File: src/rtl/mem_pkg.sv
// rtl/mem_pkg.sv - shared types and helpers for the SBUS memory bank phase
// Purpose: FSM state encoding, quadword request-mask type and the
//          lowest-set-bit picker used to walk sparse RQ masks.
// Ports:   none (package).
package mem_pkg;

  typedef enum logic [1:0] {IDLE, RD, WR, WDAT} memState;

  // Bit i of the mask requests word (start offset + i) mod 4; bit 0 is served first.
  typedef logic [0:3] rqMask;

  // Index of the lowest-numbered set bit; 0 when the mask is empty.
  function automatic logic [1:0] firstBit(input rqMask m);
    logic [1:0] idx;
    idx = 2'd0;
    for (int i = 3; i >= 0; i--) begin
      if (m[i]) idx = 2'(i);
    end
    return idx;
  endfunction

endpackage

File: src/rtl/mem_rd_pipe.sv
// rtl/mem_rd_pipe.sv - read-data delay line from ACKN to VALID
// Purpose: delays {valid, data, parity} by RD_LAT cycles (0 = combinational
//          pass-through). Outputs are forced to zero while not valid.
// Ports:   clk, i_crobar (sync reset, clears every stage),
//          i_valid/i_data (word read this cycle),
//          o_valid/o_data/o_par (delayed word, parity = XOR of data).
module mem_rd_pipe #(
  parameter int WIDTH  = 36,
  parameter int RD_LAT = 1
) (
  input  logic             clk,
  input  logic             i_crobar,
  input  logic             i_valid,
  input  logic [WIDTH-1:0] i_data,
  output logic             o_valid,
  output logic [WIDTH-1:0] o_data,
  output logic             o_par
);

  typedef struct packed {
    logic             valid;
    logic [WIDTH-1:0] data;
    logic             par;
  } stage_t;

  stage_t w_in;
  stage_t w_out;

  // Idle slots carry zeros so the output gating below is belt and braces.
  always_comb begin
    w_in.valid = i_valid;
    w_in.data  = i_valid ? i_data : '0;
    w_in.par   = i_valid & (^i_data);
  end

  generate
    if (RD_LAT == 0) begin : g_comb
      assign w_out = w_in;
    end else begin : g_reg
      stage_t r_stage [RD_LAT];

      always_ff @(posedge clk) begin
        if (i_crobar) begin
          for (int k = 0; k < RD_LAT; k++) r_stage[k] <= '0;
        end else begin
          r_stage[0] <= w_in;
          for (int k = 1; k < RD_LAT; k++) r_stage[k] <= r_stage[k-1];
        end
      end

      assign w_out = r_stage[RD_LAT-1];
    end
  endgenerate

  assign o_valid = w_out.valid;
  assign o_data  = w_out.valid ? w_out.data : '0;
  assign o_par   = w_out.valid & w_out.par;

endmodule

File: src/rtl/mem_bank_ctl.sv
// rtl/mem_bank_ctl.sv - one interleave phase of the MB20 SBUS memory bank
// Purpose: serves SBUS quadword read and write cycles with sparse RQ masks,
//          configurable read latency, back-to-back read overlap and sticky
//          parity / nonexistent-memory error flags.
// Ports:   clk, CROBAR (sync active-high reset);
//          SBUS side: START, RD_RQ, WR_RQ, ADR, RQ, D_IN, PAR_IN, WVALID,
//          ERR_CLR in; ACKN, VALID, D_OUT, PAR_OUT, ERR_PAR, ERR_NXM out;
//          RAM side: ram_addr, ram_wdata, ram_we out; ram_rdata in
//          (combinational, same-cycle read).
//          ADR bit 0 is SBUS ADR[35]; ADR[1:0] is the starting word offset.
module mem_bank_ctl
  import mem_pkg::*;
#(
  parameter int WIDTH      = 36,
  parameter int ADR_W      = 22,
  parameter int DEPTH_LOG2 = 18,
  parameter int RD_LAT     = 1
) (
  input  logic                  clk,
  input  logic                  CROBAR,
  input  logic                  START,
  input  logic                  RD_RQ,
  input  logic                  WR_RQ,
  input  logic [ADR_W-1:0]      ADR,
  input  rqMask                 RQ,
  input  logic [WIDTH-1:0]      D_IN,
  input  logic                  PAR_IN,
  input  logic                  WVALID,
  input  logic                  ERR_CLR,
  output logic                  ACKN,
  output logic                  VALID,
  output logic [WIDTH-1:0]      D_OUT,
  output logic                  PAR_OUT,
  output logic                  ERR_PAR,
  output logic                  ERR_NXM,
  output logic [DEPTH_LOG2-1:0] ram_addr,
  input  logic [WIDTH-1:0]      ram_rdata,
  output logic [WIDTH-1:0]      ram_wdata,
  output logic                  ram_we
);

  memState               r_state;
  memState               w_state_nxt;
  // Only the RAM-backed part of the quadword address is kept; anything
  // above it is rejected as NXM before it could be latched.
  logic [DEPTH_LOG2-3:0] r_base;
  logic [1:0]            r_wo;
  logic [1:0]            r_wword;
  rqMask                 r_mask;
  rqMask                 w_mask_nxt;
  rqMask                 w_mask_served;
  logic                  r_err_par;
  logic                  r_err_nxm;

  logic [1:0]            w_idx;
  logic [1:0]            w_word;
  logic                  w_start_ok;
  logic                  w_start_nxm;
  logic                  w_par_ok;
  logic                  w_eval_start;
  logic                  w_accept;
  logic                  w_set_par;
  logic                  w_set_nxm;
  logic                  w_rd_push;

  // Word served this cycle: offset wraps inside the quadword, base is fixed.
  assign w_idx       = firstBit(r_mask);
  assign w_word      = r_wo + w_idx;
  assign w_start_ok  = START & (RD_RQ | WR_RQ) & (RQ != '0);
  assign w_start_nxm = (ADR[ADR_W-1:DEPTH_LOG2] != '0);
  assign w_par_ok    = ((^D_IN) == PAR_IN);

  always_comb begin
    w_mask_served        = r_mask;
    w_mask_served[w_idx] = 1'b0;
  end

  // State register plus the cycle context it owns.
  always_ff @(posedge clk) begin
    if (CROBAR) begin
      r_state   <= IDLE;
      r_mask    <= '0;
      r_base    <= '0;
      r_wo      <= '0;
      r_wword   <= '0;
      r_err_par <= 1'b0;
      r_err_nxm <= 1'b0;
    end else begin
      r_state <= w_state_nxt;
      r_mask  <= w_mask_nxt;
      if (w_accept) begin
        r_base <= ADR[DEPTH_LOG2-1:2];
        r_wo   <= ADR[1:0];
      end
      // WDAT needs the address of the word acknowledged in WR.
      if (r_state == WR) r_wword <= w_word;
      // A set event beats a simultaneous clear.
      r_err_par <= w_set_par | (r_err_par & ~ERR_CLR);
      r_err_nxm <= w_set_nxm | (r_err_nxm & ~ERR_CLR);
    end
  end

  // Next-state logic.
  always_comb begin
    w_state_nxt  = r_state;
    w_mask_nxt   = r_mask;
    w_eval_start = 1'b0;
    w_accept     = 1'b0;
    w_set_par    = 1'b0;
    w_set_nxm    = 1'b0;

    case (r_state)
      IDLE: w_eval_start = 1'b1;
      RD: begin
        w_mask_nxt = w_mask_served;
        // Last read word: a new START is taken in this same cycle so the
        // next cycle's ACKN follows without a gap.
        if (w_mask_served == '0) begin
          w_state_nxt  = IDLE;
          w_eval_start = 1'b1;
        end
      end
      WR: begin
        w_mask_nxt  = w_mask_served;
        w_state_nxt = WDAT;
      end
      WDAT: begin
        // Missing data or bad parity both drop the word and flag it.
        if (!(WVALID && w_par_ok)) w_set_par = 1'b1;
        w_state_nxt = (r_mask != '0) ? WR : IDLE;
      end
      default: w_state_nxt = IDLE;
    endcase

    if (w_eval_start && w_start_ok) begin
      if (w_start_nxm) begin
        // No ACKN for nonexistent memory; the requester times out.
        w_set_nxm   = 1'b1;
        w_state_nxt = IDLE;
        w_mask_nxt  = '0;
      end else begin
        w_accept    = 1'b1;
        w_mask_nxt  = RQ;
        // Read-pause-write is handled as a plain read.
        w_state_nxt = RD_RQ ? RD : WR;
      end
    end
  end

  // Output logic.
  always_comb begin
    ACKN      = 1'b0;
    ram_addr  = '0;
    ram_wdata = '0;
    ram_we    = 1'b0;
    w_rd_push = 1'b0;

    case (r_state)
      RD: begin
        ACKN      = 1'b1;
        ram_addr  = {r_base, w_word};
        w_rd_push = 1'b1;
      end
      WR: begin
        ACKN     = 1'b1;
        ram_addr = {r_base, w_word};
      end
      WDAT: begin
        ram_addr = {r_base, r_wword};
        // A reset arriving in this cycle aborts the write.
        if (WVALID && w_par_ok && !CROBAR) begin
          ram_we    = 1'b1;
          ram_wdata = D_IN;
        end
      end
      default: ;
    endcase
  end

  mem_rd_pipe #(
    .WIDTH  (WIDTH),
    .RD_LAT (RD_LAT)
  ) u_rd_pipe (
    .clk      (clk),
    .i_crobar (CROBAR),
    .i_valid  (w_rd_push),
    .i_data   (ram_rdata),
    .o_valid  (VALID),
    .o_data   (D_OUT),
    .o_par    (PAR_OUT)
  );

  assign ERR_PAR = r_err_par;
  assign ERR_NXM = r_err_nxm;

endmodule

File: config.mk
export PLATFORM = sky130hd
export DESIGN_NAME = mem_bank_ctl
export DESIGN_NICKNAME = d
export VERILOG_FILES = /design/src/rtl/mem_pkg.sv /design/src/rtl/mem_rd_pipe.sv /design/src/rtl/mem_bank_ctl.sv
export SDC_FILE = /design/constraint.sdc
export NUM_CORES = 1
export LEC_CHECK = 0
export CAP_MARGIN = 10
export CORE_MARGIN = 1.5
export CORE_UTILIZATION = 32
export CTS_BUF_LIST = sky130_fd_sc_hd__clkbuf_4 sky130_fd_sc_hd__clkbuf_8 sky130_fd_sc_hd__clkbuf_16
export DETAILED_ROUTE_END_ITERATION = 7
export PLACE_DENSITY_LB_ADDON = 0.3
export SYNTH_ARGS = -nofsm -noshare
export SYNTH_HDL_FRONTEND = slang
export SYNTH_HIERARCHICAL = 1
export SYNTH_SLANG_ARGS = --single-unit
File: constraint.sdc
create_clock -name clk -period 2.45 [get_ports clk]
set_clock_uncertainty 0.1 [all_clocks]
set_input_delay 0.245 -clock clk [delete_from_list [all_inputs] [get_ports clk]]
set_output_delay 0.245 -clock clk [all_outputs]
set_load 0.03 [all_outputs]
==> results.yml <==
run_status:
  outcome: "finished, violations left"
  violations: "negative setup slack"
logic_synthesis:
  synth_compound_area_frac: 0.0683
  synth_fa_ha_area_frac: 0.0172
  synthTopCellsByArea: "dfxtp_1 36%, and2_1 22%, xnor2_1 12%"
  synth_area_leader_cell: "dfxtp_1"
  synthesis.nets: 522
  synth_top_area_frac: 0.364
  synth_top_family_by_area: "simple AND/OR/NAND/NOR gates"
  synth.yosys.seq_area_share: 0.364
  avgSynthCellArea_um2: 8.83
  syn_area_mm2: 0.00363
  syn_inst: 411
  synthMuxAreaShare: 0.0172
  ys_ff_latch: 66
  synth_cell_type_count: 40
  yosysWarnings: 6
  synth_xor_area_frac: 0.191
  synth-simple-area-share: 0.308
clock_tree:
  worstSkewPairLatency_ns: 0.32
  clock_path_buffers: 2
  cts-root-buf: "clkbuf_16"
  clk_pin_slew_worst_paths_ns: 0.06
  cts_tree: "done"
  cts.sinks: 66
  htreeDepth: 3
  holdBufCountCts: 0
  cts_buffers: 9
timing:
  worst_slew_pin_slew_ns: 0.642
  drv_slew: 0
  rsz0062_at_grt: "true"
  finalSetupViolCount: 36
  slew_headroom: 0.571
  post-route-period-util: 1.06
  max_freq_mhz: 384
  finalWorstSetupSlack_ns: -0.155
  period_needed_ns: 2.60
  fin_tns_setup_ns: -4.27
  final_hold_viol_count: 0
final_layout:
  drive_gt1_frac: 0.262
  multiInputGateArea_mm2: 0.00237
  n_antenna_cell: 0
  layout.nets: 735
  mostFrequentLayoutCells: "109 x clkdlybuf4s50_1, 92 x and2_1, 66 x dfxtp_1"
  final_common_cell: "clkdlybuf4s50_1"
  n_fill_cell: 994
  syn_to_final_growth_pct: 76.0
  seqCellArea_mm2: 0.00132
  fin_area_mm2: 0.00639
setup_path:
  worstPathRequired_ns: 2.11
  worst_ep_arrival_time_ns: 2.26
  ff2ff_setup_slack_ns: 0.34
  cp-end-kind: "output pin"
  start_kind: "primary input"
  cp_max_fo: 9
  worstSetupPathType: "in -> out"
global_route:
  antenna_found_initial: 0
  grt_pass1_vias: 3418
  met3_usage: 0.0421
  top_usage_layer: "met2"
  overflow: 0
  grt_max_degree: 39
  grt_use_met1: 0.190
  use_met2: 0.300
  grt_pass1_wl_mm: 15.7
  track_usage: 0.168
power:
  p_per_area_mw_per_mm2: 580
  peakVddDrop_uv: 361
  p_leak_nw: 2.66
placement:
  hpwl_mm: 7.48
  dp_slack_ns: -0.338
  io_buffer_count: 201
  place_congestion: 0.826
  placed_cell_area_mm2: 0.00568
floorplanning:
  ios: 202
  die_y_um: 110
  die_w_um: 110
  core-area_mm2: 0.0109
  initial_core_util: 0.332
  num_rows: 38
  die_area_mm2: 0.0120
worst_hold_path:
  hp-class: "reg -> reg"
routing:
  drt_wl_total_mm: 10.6
  antenna_left: 0
  drtIter0Drc: 89
  post_drt_wl_per_cell_um: 13.8
  drc: 0
  num_vias: 3485
  viasPerCell: 4.53
  firstDrtPassIters: 4
flow_run:
  drv_cap: 0
state kept, by name (all words and copies together) (netlist names):
| register | count |
|---|---|
| u_rd_pipe/g_reg.r_stage | 38 |
| r_base | 16 |
| r_mask | 4 |
| r_state | 2 |
| r_wo | 2 |
| r_wword | 2 |
| ERR_NXM | 1 |
| ERR_PAR | 1 |
cell type report:
type	instances	share of cell area
Multi-Input combinational cell	320	0.372
Timing Repair Buffer	222	0.343
Sequential cell	66	0.207
Clock buffer	10	0.0374
Tap cell	140	0.0274
Clock inverter	6	0.0114
Inverter	5	0.00294
critical path: stages:
cell and delay (ns):
buf_6 0.10, xor2_2 0.17, xnor2_1 0.20, buf_4 0.15
xnor2_2 0.10, xnor3_2 0.48, mux2i_4 0.24, buf_6 0.15
buf_8 0.12, and2_1 0.15, buf_6 0.14
metrics by stage:
step | cells | hold slack [ns] | util | total power, W
after floorplan | 411 | 0.267 | - | 0.00189
after CTS | 768 | 0.351 | 0.567 | 0.00368
after global routing | 769 | 0.366 | 0.584 | 0.00389
after global placement | 742 | 0.338 | 0.519 | 0.00228
final | 769 | 0.351 | 0.584 | 0.00370
after detailed placement | 742 | 0.343 | 0.519 | 0.00230
power by group:
| part | total (W) | switching (W) | internal [W] |
|---|---|---|---|
| combinational | 0.00120 | 0.000537 | 0.000666 |
| sequential | 0.00117 | 0.0000273 | 0.00114 |
| clock | 0.00133 | 0.000502 | 0.000830 |
| total | 0.00370 | 0.00107 | 0.00264 |
repair_timing:
item,in CTS,in global routing
hold endpoints to repair,0,0
gates resized for setup,99,95
pin swaps,19,26
setup endpoints to repair,54,55
gates cloned,3,2
buffers inserted,7,3
final timing paths:
check / end / depth (start not counted) / from
worst min-delay path: r_base[2] / 2 / r_base[2]
worst max-delay path: ram_wdata[15] / 11 / D_IN[2]
worst max register to register: r_wo[1] / 8 / r_state[1]
worst min register to register: r_base[2] / 2 / r_base[2]
synth_stat cells:
library cell / number
a22oi_1: 2
nor4_1: 3
a21oi_1: 24
nand2b_1: 1
ha_1: 5
nand3b_1: 1
or3b_1: 1
xor2_1: 8
a2111oi_0: 1
o21a_1: 2
and3b_1: 1
nor3b_1: 1
xor3_1: 1
a2bb2oi_1: 1
xnor3_2: 1
mux2i_4: 1
mux2i_1: 4
o21ai_0: 4
dfxtp_1: 66
clkbuf_1: 14
and2_1: 125
buf_1: 1
nor3_1: 3
a221oi_1: 1
nor2b_1: 3
xnor2_1: 49
buf_2: 1
nand3_1: 2
buf_6: 4
o31ai_1: 1
and2_2: 1
xnor3_1: 5
o22a_1: 1
a211oi_1: 3
nand2_1: 41
inv_1: 5
a31oi_1: 2
xnor2_2: 2
or3_1: 1
nor2_1: 18
kinds of logic after synthesis:
| family | count (synthesis) |
|---|---|
| and+or+nand+nor | 202 |
| xor gates and xnor gates | 66 |
| DFF | 66 |
| AOI/OAI and AO/OA | 42 |
| buffers and inverters | 25 |
| muxes | 5 |
| adders and majority gates | 5 |
metal layers:
layer  wire (um)  vias to the layer above
li1            -                     1746
met1        4380                     1606
met2        5380                      116
met3         636                       17
met4         191                        0
met5           0                        -
(Power assumes the default switching activity.)
